## src/rtl/step_ctrl_pkg.sv

```systemverilog
// Shared types and default constants for the step clock controller.
package step_ctrl_pkg;

    typedef enum logic [1:0] {
        IDLE       = 2'd0,
        PRESS_DB   = 2'd1,
        HELD       = 2'd2,
        RELEASE_DB = 2'd3
    } step_state_t;

    // 20 ms of key stability at 50 MHz
    localparam int DEBOUNCE_CYCLES_DEF = 1_000_000;
    // 32 Hz auto-run rate at 50 MHz with RateSel = 0
    localparam int RATE_BASE_DEF       = 1_562_500;
    // wide enough for (RATE_BASE_DEF << 7) - 1
    localparam int DIV_W_DEF           = 28;

    // Counter width able to hold n-1, never narrower than one bit.
    function automatic int cnt_width(input int n);
        return (n > 1) ? $clog2(n) : 1;
    endfunction

endpackage

```

## src/rtl/key_debounce.sv

```systemverilog
// Pushbutton conditioning: 2-flop synchronizer followed by a stability
// counter. KeyAccept marks the cycle in which KeyLevel is about to toggle.
module key_debounce
    import step_ctrl_pkg::*;
#(
    parameter int DEBOUNCE_CYCLES = DEBOUNCE_CYCLES_DEF
) (
    input  logic clk,
    input  logic Reset,
    input  logic KeyIn,
    output logic KeySync,
    output logic KeyLevel,
    output logic KeyAccept
);

    localparam int               CNT_W    = cnt_width(DEBOUNCE_CYCLES);
    localparam logic [CNT_W-1:0] CNT_LAST = CNT_W'(DEBOUNCE_CYCLES - 1);

    logic             key_s1;
    logic             key_s2;
    logic [CNT_W-1:0] db_cnt;
    logic             key_level_q;
    logic             level_differs;

    // Synchronizer flops idle at the released (high) level.
    always_ff @(posedge clk or negedge Reset) begin
        if (!Reset) begin
            key_s1 <= 1'b1;
            key_s2 <= 1'b1;
        end else begin
            key_s1 <= KeyIn;
            key_s2 <= key_s1;
        end
    end

    // The raw key is active-low; KeyLevel is active-high.
    assign level_differs = (~key_s2) != key_level_q;
    assign KeyAccept     = level_differs && (db_cnt == CNT_LAST);
    assign KeySync       = key_s2;
    assign KeyLevel      = key_level_q;

    // Count consecutive cycles of a differing level; toggle on the last one.
    always_ff @(posedge clk or negedge Reset) begin
        if (!Reset) begin
            db_cnt      <= '0;
            key_level_q <= 1'b0;
        end else if (!level_differs) begin
            db_cnt      <= '0;
        end else if (KeyAccept) begin
            db_cnt      <= '0;
            key_level_q <= ~key_level_q;
        end else begin
            db_cnt      <= db_cnt + CNT_W'(1);
        end
    end

endmodule

```

## src/rtl/step_clock_ctrl.sv

```systemverilog
// Processor advance-strobe generator: single-step from a debounced key or
// auto-run from a programmable rate divider, plus a running step count.
module step_clock_ctrl
    import step_ctrl_pkg::*;
#(
    parameter int DEBOUNCE_CYCLES  = DEBOUNCE_CYCLES_DEF,
    parameter int RATE_BASE_CYCLES = RATE_BASE_DEF,
    parameter int DIV_W            = DIV_W_DEF
) (
    input  logic        clk,
    input  logic        Reset,
    input  logic        KeyStep,
    input  logic        RunMode,
    input  logic [2:0]  RateSel,
    output logic        StepPulse,
    output logic [15:0] StepCount,
    output logic        KeyLevel,
    output logic        Running
);

    logic             key_sync;
    logic             key_accept;
    logic             run_s1;
    logic             run_s2;
    logic [1:0]       prime;
    logic             armed;
    step_state_t      state_q;
    step_state_t      state_d;
    logic [DIV_W-1:0] div_q;
    logic [DIV_W-1:0] div_term;
    logic             auto_pulse;
    logic             key_pulse;
    logic             pulse_next;
    logic             step_pulse_q;
    logic [15:0]      step_cnt_q;

    key_debounce #(
        .DEBOUNCE_CYCLES(DEBOUNCE_CYCLES)
    ) u_key_debounce (
        .clk      (clk),
        .Reset    (Reset),
        .KeyIn    (KeyStep),
        .KeySync  (key_sync),
        .KeyLevel (KeyLevel),
        .KeyAccept(key_accept)
    );

    // RunMode synchronizer; the second flop is the exported Running level.
    always_ff @(posedge clk or negedge Reset) begin
        if (!Reset) begin
            run_s1 <= 1'b0;
            run_s2 <= 1'b0;
        end else begin
            run_s1 <= RunMode;
            run_s2 <= run_s1;
        end
    end

    assign Running = run_s2;

    // Arm single-step only after a genuine release has been seen, so a key
    // held through reset cannot fire. prime covers the synchronizer refill.
    always_ff @(posedge clk or negedge Reset) begin
        if (!Reset) begin
            prime <= 2'b00;
            armed <= 1'b0;
        end else begin
            prime <= {prime[0], 1'b1};
            if (prime[1] && key_sync)
                armed <= 1'b1;
        end
    end

    // Key FSM next-state: tracks press/release debounce phases.
    always_comb begin
        state_d = state_q;
        case (state_q)
            IDLE:       if (!key_sync)  state_d = PRESS_DB;
            PRESS_DB:   if (key_accept) state_d = HELD;
                        else if (key_sync) state_d = IDLE;
            HELD:       if (key_sync)   state_d = RELEASE_DB;
            RELEASE_DB: if (key_accept) state_d = IDLE;
                        else if (!key_sync) state_d = HELD;
            default:    state_d = IDLE;
        endcase
    end

    // Key FSM state register.
    always_ff @(posedge clk or negedge Reset) begin
        if (!Reset)
            state_q <= IDLE;
        else
            state_q <= state_d;
    end

    // Terminal count follows RateSel immediately; a divider already past a
    // shortened terminal wraps on the next cycle via the >= compare.
    assign div_term   = (DIV_W'(RATE_BASE_CYCLES) << RateSel) - DIV_W'(1);
    assign auto_pulse = Running && (div_q >= div_term);
    // run_s1 is the Running value about to be loaded, so a press accepted
    // in the same cycle Running rises is dropped.
    assign key_pulse  = (state_q == PRESS_DB) && key_accept && armed
                        && !Running && !run_s1;
    assign pulse_next = auto_pulse || key_pulse;

    // Rate divider: held at zero while not running, so both Running edges
    // restart the period.
    always_ff @(posedge clk or negedge Reset) begin
        if (!Reset)
            div_q <= '0;
        else if (!Running || auto_pulse)
            div_q <= '0;
        else
            div_q <= div_q + DIV_W'(1);
    end

    // Registered strobe and step counter update on the same edge.
    always_ff @(posedge clk or negedge Reset) begin
        if (!Reset) begin
            step_pulse_q <= 1'b0;
            step_cnt_q   <= 16'h0000;
        end else begin
            step_pulse_q <= pulse_next;
            if (pulse_next)
                step_cnt_q <= step_cnt_q + 16'd1;
        end
    end

    assign StepPulse = step_pulse_q;
    assign StepCount = step_cnt_q;

endmodule

```

## config.mk

```make
export PLATFORM = sky130hd
export DESIGN_NAME = step_clock_ctrl
export DESIGN_NICKNAME = d
export VERILOG_FILES = /design/src/rtl/step_ctrl_pkg.sv /design/src/rtl/key_debounce.sv /design/src/rtl/step_clock_ctrl.sv
export SDC_FILE = /design/constraint.sdc
export NUM_CORES = 1
export LEC_CHECK = 0
export CAP_MARGIN = 20
export CORE_MARGIN = 10
export CORE_UTILIZATION = 52
export CTS_CLUSTER_DIAMETER = 60
export CTS_CLUSTER_SIZE = 40
export DETAILED_ROUTE_END_ITERATION = 7
export PLACE_DENSITY = 0.76
export SYNTH_ARGS = -nofsm -noshare
export SYNTH_HDL_FRONTEND = slang
export SYNTH_SLANG_ARGS = --single-unit
```

## constraint.sdc

```tcl
create_clock -name clk -period 3.4 [get_ports clk]
set_input_delay 0.85 -clock clk [delete_from_list [all_inputs] [get_ports clk]]
set_output_delay 0.85 -clock clk [all_outputs]
set_load 0.005 [all_outputs]
```

==> results of run 1 <==
==> registers in the layout (all words and copies together) (netlist names) <==
signal,cells
Running,1
StepCount,16
StepPulse,1
armed,1
div_q,28
prime,2
run_s1,1
state_q,2
u_key_debounce.KeyLevel,1
u_key_debounce.KeySync,1
u_key_debounce.db_cnt,20
u_key_debounce.key_s1,1
==> cell usage after synthesis, drive strengths merged <==
library cell   n  share of area (%)
a2111oi        3                1.1
or3            6               0.90
a41oi          1               0.21
and4           2               0.42
nor4bb         1               0.24
o2111ai        3               0.63
and2           5               0.75
nand3         28                3.5
o21a           1               0.18
a21o           3               0.54
o211ai         4               0.72
and3           9                1.3
dfstp          2                1.3
nor4           5                1.3
ha            30                9.0
a31o           1               0.21
a31oi          1               0.30
nand4         14                2.2
mux2           1               0.27
a211oi         6                1.1
xor2          39                8.2
mux2i          1               0.24
a21oi         16                1.9
nand2b         2               0.30
nor2          64                5.7
o31ai          1               0.18
buf            4               0.63
o31a           1               0.21
and4b          1               0.24
nand2         36                3.2
nor3           9                1.1
nor2b          1               0.15
nand3b         1               0.18
dfrtp         73                 44
o221ai         1               0.21
inv           10               0.90
xnor2         24                5.0
o21ai         11                1.3
conb           1              0.090
clkbuf         7               0.63
==> per-layer routing <==
metal  GRT usage [%]  part of all wire (%)  wire (µm)
met3           5.208                   5.1        452
met4           3.717                  0.85         76
met5               0                     0          0
met2           25.30                    48       4320
met1           19.32                    46       4073
==> report_power, final <==
group	switching, mW	internal [mW]	leakage (nW)
clock	0.345	0.347	0.0975
combinational	0.168	0.185	1.12
sequential	0.0702	0.949	0.975
==> through the flow <==
| step | worst slack [ps] | setup TNS [ps] |
|---|---|---|
| 2_1_floorplan | -9.849 | -29.55 |
| 3_3_place_gp | -519.8 | -18180 |
| 3_5_place_dp | -680.9 | -23660 |
| 4_1_cts | 3.010 | 0 |
| 5_1_grt | 25.02 | 0 |
| 6_report | 168.4 | 0 |
==> final timing paths <==
| path | start | endpoint | cells after the start |
|---|---|---|---|
| max | RateSel[0] | StepCount[1]$_DFFE_PN0P_ | 15 |
| min in group asynchronous | Reset | div_q[23]$_DFF_PN0_ | 1 |
| max reg2reg | div_q[18]$_DFF_PN0_ | StepCount[11]$_DFFE_PN0P_ | 7 |
| min reg2reg | prime[0]$_DFF_PN0_ | prime[1]$_DFF_PN0_ | 0 |
| min | prime[0]$_DFF_PN0_ | prime[1]$_DFF_PN0_ | 0 |
| max in group asynchronous | Reset | div_q[4]$_DFF_PN0_ | 1 |
==> worst max-delay path, delay by kind of cell <==
kind	cells	cell delay, ps
AND/OR/NAND/NOR	4	850
buffers and inverters	5	540
adder cells (fa/ha/maj)	2	370
AO/OA/AOI/OAI	2	360
multiplexers	1	310
XOR/XNOR	1	160
==> cell families (layout without fill, tap and decap cells) <==
logic type	Yosys count	in the layout	share of synthesized area (%)
compound gates	53	53	8.752
xor+xnor	63	63	13.17
fa+ha+maj	30	30	8.961
buf+inv	21	78	2.151
flops	75	75	44.86
mux	2	2	0.5078
other cells	1	1	0.08952
simple gates	184	185	21.51
==> timing repair <==
action | CTS | global route
gates cloned | 0 | 1
gates resized for setup | 7 | 16
pin swaps | 6 | 13
setup endpoints to repair | 44 | 39
buffers inserted | 0 | 2
==> layout make-up <==
cell class                      instances  area, µm²
Fill cell                             620       2684
Multi-Input combinational cell        334       2375
Sequential cell                        75       1879
Timing Repair Buffer                   52      464.2
Clock buffer                           10      127.6
Tap cell                              102      127.6
Clock inverter                          6      72.57
Inverter                               10      37.54
==> layout by cell type, fill, tap and decap left out, drive strengths merged, types with 3 or more instances in the layout <==
cell type	netlist	routed
nor4	5	5
and2	5	5
clkbuf	7	13
nand2	36	36
nand4	14	14
o21ai	11	11
clkdlybuf4s50	0	21
a21oi	16	16
o211ai	4	4
a2111oi	3	3
a21o	3	3
buf	4	28
xnor2	24	24
o2111ai	3	3
inv	10	12
nand3	28	28
and3	9	9
nor2	64	64
a211oi	6	6
dfrtp	73	73
xor2	39	39
nor3	9	9
ha	30	30
or3	6	7
==> impl_metrics.prom, run 1 <==
# TYPE chip_impl_metric gauge
chip_impl_metric{name="die_height",unit="µm"} 109.8
chip_impl_metric{name="antenna_found_initial",unit=""} 0
chip_impl_metric{name="cts.sinks",unit=""} 75
chip_impl_metric{name="powerDensity",unit="nW/µm²"} 406.2
chip_impl_metric{name="detail_route.first_pass.iterations",unit=""} 4
chip_impl_metric{name="wp_data_required",unit="ps"} 3630
chip_impl_info{name="worstPathCellList",value="clkbuf_2 > inv_1 > or3_4 > ha_4 > buf_4 > xor2_1 > ha_1 > a211oi_1 > nor2_1 > nor4_4 > buf_4 > nor3_2 > o21ai_2 > inv_1 > mux2_1"} 1
chip_impl_metric{name="final_antenna_net_count",unit=""} 0
chip_impl_metric{name="route.detailed.wl_per_inst",unit="µm"} 15.15
chip_impl_metric{name="final_layout_size_suffix_gt1_share",unit="%"} 15.40
chip_impl_metric{name="achievable-frequency",unit="GHz"} 0.3094
chip_impl_metric{name="critPathMaxFanout",unit=""} 5
chip_impl_metric{name="grt_util_all_layers",unit="%"} 15.47
chip_impl_metric{name="cts.reportedPaths.clkPinSlew",unit="ps"} 90
chip_impl_metric{name="critical-path-max-stage-delay",unit="ps"} 380
chip_impl_metric{name="power_leakage",unit="nW"} 2.197
chip_impl_metric{name="slew_headroom",unit="%"} 38.88
chip_impl_metric{name="worst_skew_pair.late_latency",unit="ps"} 350
chip_impl_metric{name="first_pass_grt_wire_length",unit="µm"} 15140
chip_impl_metric{name="final_worst_path_period_need",unit="ps"} 3232
chip_impl_metric{name="final-instance-count-excl-fill",unit=""} 589
chip_impl_metric{name="reg2reg_setup_slack",unit="ps"} 880
chip_impl_metric{name="global_route.overflow_total",unit=""} 0
chip_impl_metric{name="start_util",unit="%"} 53.93
chip_impl_metric{name="worst_ir_drop_vdd",unit="mV"} 0.2836
chip_impl_metric{name="placeableCoreArea",unit="µm²"} 7767
chip_impl_metric{name="cts_buffer_depth",unit=""} 2
chip_impl_metric{name="fin_area",unit="µm²"} 5084
chip_impl_metric{name="drt-initial-drc-count",unit=""} 100
chip_impl_metric{name="port_buffers",unit=""} 25
chip_impl_metric{name="postSynthCellCount",unit=""} 429
chip_impl_metric{name="tritoncts.num_buffers",unit=""} 9
chip_impl_metric{name="postCtsHoldBufs",unit=""} 0
chip_impl_metric{name="syn-num-nets",unit=""} 466
chip_impl_metric{name="yosysUniqueCellTypes",unit=""} 47
chip_impl_metric{name="area_growth",unit="%"} 21.36
chip_impl_info{name="outcome",value="completed"} 1
chip_impl_info{name="clockRootBuffer",value="clkbuf_8"} 1
chip_impl_metric{name="hold-worst-slack",unit="ps"} 356.8
chip_impl_metric{name="clock-skew-final",unit="ps"} 12.82
chip_impl_metric{name="vias_per_cell",unit=""} 5.499
chip_impl_metric{name="synth.yosys.warnings",unit=""} 0
chip_impl_metric{name="post-route-drc-count",unit=""} 0
chip_impl_metric{name="route.vias.total",unit=""} 3239
chip_impl_info{name="critical_path.startpoint_type",value="input pin"} 1
chip_impl_metric{name="grt_max_degree",unit=""} 76
chip_impl_info{name="timing.hold.worst.class",value="flop to flop"} 1
chip_impl_info{name="grt_setup_unrepaired",value="no"} 1
chip_impl_metric{name="floorplan.die_area",unit="µm²"} 12050
chip_impl_metric{name="numPlacedInstances",unit=""} 571
chip_impl_metric{name="first_global_vias",unit=""} 3350
chip_impl_metric{name="post_dp_cell_area",unit="µm²"} 4823
chip_impl_metric{name="ioPinCount",unit=""} 26
chip_impl_info{name="clock_tree_from_tritoncts",value="done"} 1
chip_impl_metric{name="worst_pin_slew",unit="ps"} 916.8
chip_impl_metric{name="drt-total-wl",unit="µm"} 8923
chip_impl_metric{name="count_of_maximum_capacitance_violations",unit=""} 0
chip_impl_metric{name="number_of_max_slew_violations_in_the_final_report",unit=""} 0
chip_impl_metric{name="rows",unit=""} 32
chip_impl_metric{name="die_width",unit="µm"} 109.8
chip_impl_metric{name="place.gp.congestion",unit=""} 0.8580
chip_impl_metric{name="report.power.total",unit="mW"} 2.065
chip_impl_info{name="path_class",value="input pin to flop"} 1
chip_impl_metric{name="ys_ff_latch",unit=""} 75
chip_impl_metric{name="synth.avg_cell_area",unit="µm²"} 9.765
chip_impl_metric{name="setup_violations",unit=""} 0
chip_impl_metric{name="detailedPlacementHpwl",unit="µm"} 6399
chip_impl_metric{name="diodes",unit=""} 0
chip_impl_metric{name="final_min_period_over_clock_period",unit="%"} 95.05
chip_impl_metric{name="mappedNetlistArea",unit="µm²"} 4189
chip_impl_metric{name="crit_arrival",unit="ps"} 3460
chip_impl_metric{name="synth.yosys.seq_area_share",unit="%"} 44.86
chip_impl_info{name="end_kind",value="flop"} 1
chip_impl_info{name="crit_path_top_delay_cell",value="or3_4"} 1
chip_impl_metric{name="post-route-util",unit="%"} 65.45
chip_impl_metric{name="cts_max_level",unit=""} 3
chip_impl_metric{name="timing.final.hold_violations",unit=""} 0
chip_impl_metric{name="number_of_nets_in_the_finished_design",unit=""} 519
Power figures use the tool's default switching activity.
==> run 2: changes to the inputs <==
--- a/config.mk
+++ b/config.mk
@@ -7,11 +7,11 @@
 export LEC_CHECK = 0
 export CAP_MARGIN = 20
 export CORE_MARGIN = 10
-export CORE_UTILIZATION = 52
+export CORE_UTILIZATION = 50
 export CTS_CLUSTER_DIAMETER = 60
 export CTS_CLUSTER_SIZE = 40
 export DETAILED_ROUTE_END_ITERATION = 7
-export PLACE_DENSITY = 0.76
+export PLACE_DENSITY = 0.74
 export SYNTH_ARGS = -nofsm -noshare
 export SYNTH_HDL_FRONTEND = slang
 export SYNTH_SLANG_ARGS = --single-unit
==> impl_metrics.prom, run 2 (same netlist as run 1, synthesis figures left out) <==
# TYPE chip_impl_metric gauge
chip_impl_metric{name="reg2reg_setup_slack",unit="ps"} 850
chip_impl_metric{name="cts_buffer_depth",unit=""} 2
chip_impl_metric{name="timing.final.hold_violations",unit=""} 0
chip_impl_metric{name="die_width",unit="µm"} 111.5
chip_impl_info{name="worstReg2RegEnd",value="StepCount[7]$_DFFE_PN0P_"} 1
chip_impl_metric{name="num-fill-cells",unit=""} 667
chip_impl_metric{name="critPathMaxFanout",unit=""} 12
chip_impl_info{name="rr_startpoint",value="div_q[18]$_DFF_PN0_"} 1
chip_impl_metric{name="start_util",unit="%"} 51.24
chip_impl_info{name="layout.cells.most_common",value="dfrtp_1"} 1
chip_impl_metric{name="power_leakage",unit="nW"} 2.209
chip_impl_metric{name="rows",unit=""} 33
chip_impl_metric{name="worst_skew_pair.late_latency",unit="ps"} 340
chip_impl_metric{name="post-route-drc-count",unit=""} 0
chip_impl_metric{name="first_pass_grt_wire_length",unit="µm"} 15400
chip_impl_metric{name="wp_data_required",unit="ps"} 3660
chip_impl_metric{name="number_of_max_slew_violations_in_the_final_report",unit=""} 0
chip_impl_info{name="end_kind",value="flop"} 1
chip_impl_info{name="hold_end",value="u_key_debounce.KeySync$_DFF_PN1_"} 1
chip_impl_metric{name="route.detailed.wl_per_inst",unit="µm"} 14.55
chip_impl_info{name="critical_path.startpoint_type",value="input pin"} 1
chip_impl_metric{name="postCtsHoldBufs",unit=""} 0
chip_impl_info{name="clockRootBuffer",value="clkbuf_8"} 1
chip_impl_metric{name="die_height",unit="µm"} 111.5
chip_impl_metric{name="diodes",unit=""} 0
chip_impl_metric{name="setup_violations",unit=""} 0
chip_impl_metric{name="area_growth",unit="%"} 21.15
chip_impl_metric{name="ioPinCount",unit=""} 26
chip_impl_metric{name="grt_util_all_layers",unit="%"} 14.25
chip_impl_metric{name="detailedPlacementHpwl",unit="µm"} 6238
chip_impl_metric{name="final_antenna_net_count",unit=""} 0
chip_impl_info{name="outcome",value="completed"} 1
chip_impl_metric{name="first_global_vias",unit=""} 3266
chip_impl_metric{name="hold_path_depth",unit=""} 0
chip_impl_metric{name="final_layout_size_suffix_gt1_share",unit="%"} 15.46
chip_impl_metric{name="count_of_maximum_capacitance_violations",unit=""} 0
chip_impl_metric{name="global_route.overflow_total",unit=""} 0
chip_impl_metric{name="grt_max_degree",unit=""} 76
chip_impl_metric{name="port_buffers",unit=""} 25
chip_impl_metric{name="antenna_found_initial",unit=""} 0
chip_impl_metric{name="cts_max_level",unit=""} 3
chip_impl_metric{name="place.gp.congestion",unit=""} 0.8416
chip_impl_metric{name="worst_ir_drop_vdd",unit="mV"} 0.3663
chip_impl_metric{name="flip_flop_count_of_the_largest_register_after_layout",unit=""} 28
chip_impl_metric{name="final_worst_path_period_need",unit="ps"} 3288
chip_impl_metric{name="crit_arrival",unit="ps"} 3550
chip_impl_info{name="path_class",value="input pin to flop"} 1
chip_impl_metric{name="cts.repair_timing.setup_buffer_count",unit=""} 0
chip_impl_metric{name="slew_headroom",unit="%"} 39.39
chip_impl_metric{name="number_of_nets_in_the_finished_design",unit=""} 517
chip_impl_info{name="max_flop_register",value="div_q"} 1
chip_impl_metric{name="route.vias.total",unit=""} 3164
chip_impl_info{name="most-common-layout-cells",value="73 x dfrtp_1, 64 x nor2_1, 39 x xor2_1"} 1
chip_impl_metric{name="cts.sinks",unit=""} 75
chip_impl_metric{name="reg2reg_depth",unit=""} 8
chip_impl_metric{name="powerDensity",unit="nW/µm²"} 404.4
chip_impl_metric{name="final_min_period_over_clock_period",unit="%"} 96.69
chip_impl_metric{name="drt-total-wl",unit="µm"} 8584
chip_impl_metric{name="hold-worst-slack",unit="ps"} 359.8
chip_impl_metric{name="placeableCoreArea",unit="µm²"} 8175
chip_impl_info{name="clock_tree_from_tritoncts",value="done"} 1
chip_impl_metric{name="achievable-frequency",unit="GHz"} 0.3042
chip_impl_metric{name="vias_per_cell",unit=""} 5.363
chip_impl_metric{name="clock-skew-final",unit="ps"} 14.79
chip_impl_metric{name="post-route-util",unit="%"} 62.08
chip_impl_info{name="timing.hold.worst.class",value="flop to flop"} 1
chip_impl_info{name="worst_hold_startpoint",value="u_key_debounce.key_s1$_DFF_PN1_"} 1
chip_impl_metric{name="detail_route.first_pass.iterations",unit=""} 4
chip_impl_metric{name="worst_pin_slew",unit="ps"} 909.1
chip_impl_metric{name="drt-initial-drc-count",unit=""} 161
chip_impl_metric{name="floorplan.die_area",unit="µm²"} 12440
chip_impl_metric{name="tritoncts.num_buffers",unit=""} 9
chip_impl_metric{name="cts.reportedPaths.clkPinSlew",unit="ps"} 80
run 2: changes by cell type in the layout (fill, tap and decap cells not counted), sizes merged:
cell and delta:
buf -1, clkbuf -1, or3 -1, clkinv +2, clkinvlp -1, dlygate4sd2 +1
inv -1
run 2: final cells by class:
cell class	instances	area [µm²]	share of cell area [%]
Clock buffer	10	137.6	2.712
Sequential cell	75	1879	37.03
Timing Repair Buffer	51	473.0	9.320
Tap cell	105	131.4	2.589
Multi-Input combinational cell	333	2354	46.38
Clock inverter	6	62.56	1.233
Inverter	10	37.54	0.7396
run 2: power by group:
| group | total, mW | switching [mW] | internal, mW |
|---|---|---|---|
| Clock | 0.685 | 0.326 | 0.359 |
| Combinational | 0.349 | 0.164 | 0.185 |
| Sequential | 1.02 | 0.0683 | 0.950 |
| Total | 2.05 | 0.559 | 1.49 |
run 2: critical path: stages:
cell and delay, ps:
dlygate4sd2_1 260, buf_6 150, xnor2_2 150, and2_1 170
ha_1 310, nand4_1 140, nor4_2 260, nand3_1 150
or3_4 430, buf_12 160, a2111oi_4 340, xor2_1 170
run 2: how the worst max path moves through the flow:
stage | from | end | slack [ps] | cells after the start
2_1_floorplan | RateSel[2] | StepCount[11]$_DFFE_PN0P_ | -10 | 13
3_3_place_gp | RateSel[1] | StepCount[5]$_DFFE_PN0P_ | -530 | 13
3_5_place_dp | RateSel[1] | StepCount[11]$_DFFE_PN0P_ | -630 | 14
4_1_cts | RateSel[1] | StepCount[11]$_DFFE_PN0P_ | 20 | 13
5_1_grt | RateSel[2] | StepCount[7]$_DFFE_PN0P_ | -20 | 14
6_report | RateSel[2] | StepCount[7]$_DFFE_PN0P_ | 110 | 12
run 2: what timing repair did:
item | in CTS | in global routing
pin swaps | 4 | 13
hold endpoints to repair | 0 | 0
gates resized for setup | 9 | 14
endpoints found under the setup margin | 44 | 41
run 2: metal layers:
layer | vias up | wire length (µm) | global-route usage (%)
li1 | 1600 | - | -
met1 | 1510 | 4214 | 18.91
met2 | 48 | 4032 | 22.98
met3 | 6 | 280 | 3.274
met4 | 0 | 57 | 3.342
met5 | - | 0 | 0
run 2: metrics by stage:
stage | worst slack, ps | power [mW] | setup TNS, ps | instance area (µm²) | std cells
after floorplan | -9.849 | 1.191 | -29.55 | 4279 | 429
after detailed placement | -632.1 | 1.385 | -22030 | 4827 | 574
after global routing | -21.10 | 2.169 | -47.36 | 5075 | 590
final | 112.4 | 2.052 | 0 | 5075 | 590
after global placement | -532.1 | 1.377 | -18040 | 4827 | 574
after CTS | 17.01 | 2.070 | 0 | 5049 | 590
==> run 3: changes to the inputs <==
--- a/config.mk
+++ b/config.mk
@@ -9,7 +9,7 @@
 export CORE_MARGIN = 10
 export CORE_UTILIZATION = 50
 export CTS_CLUSTER_DIAMETER = 60
-export CTS_CLUSTER_SIZE = 40
+export CTS_CLUSTER_SIZE = 30
 export DETAILED_ROUTE_END_ITERATION = 7
 export PLACE_DENSITY = 0.74
 export SYNTH_ARGS = -nofsm -noshare
==> results of run 3 <==
Same layout as run 2: the final DEF is identical, and so are final timing and power.
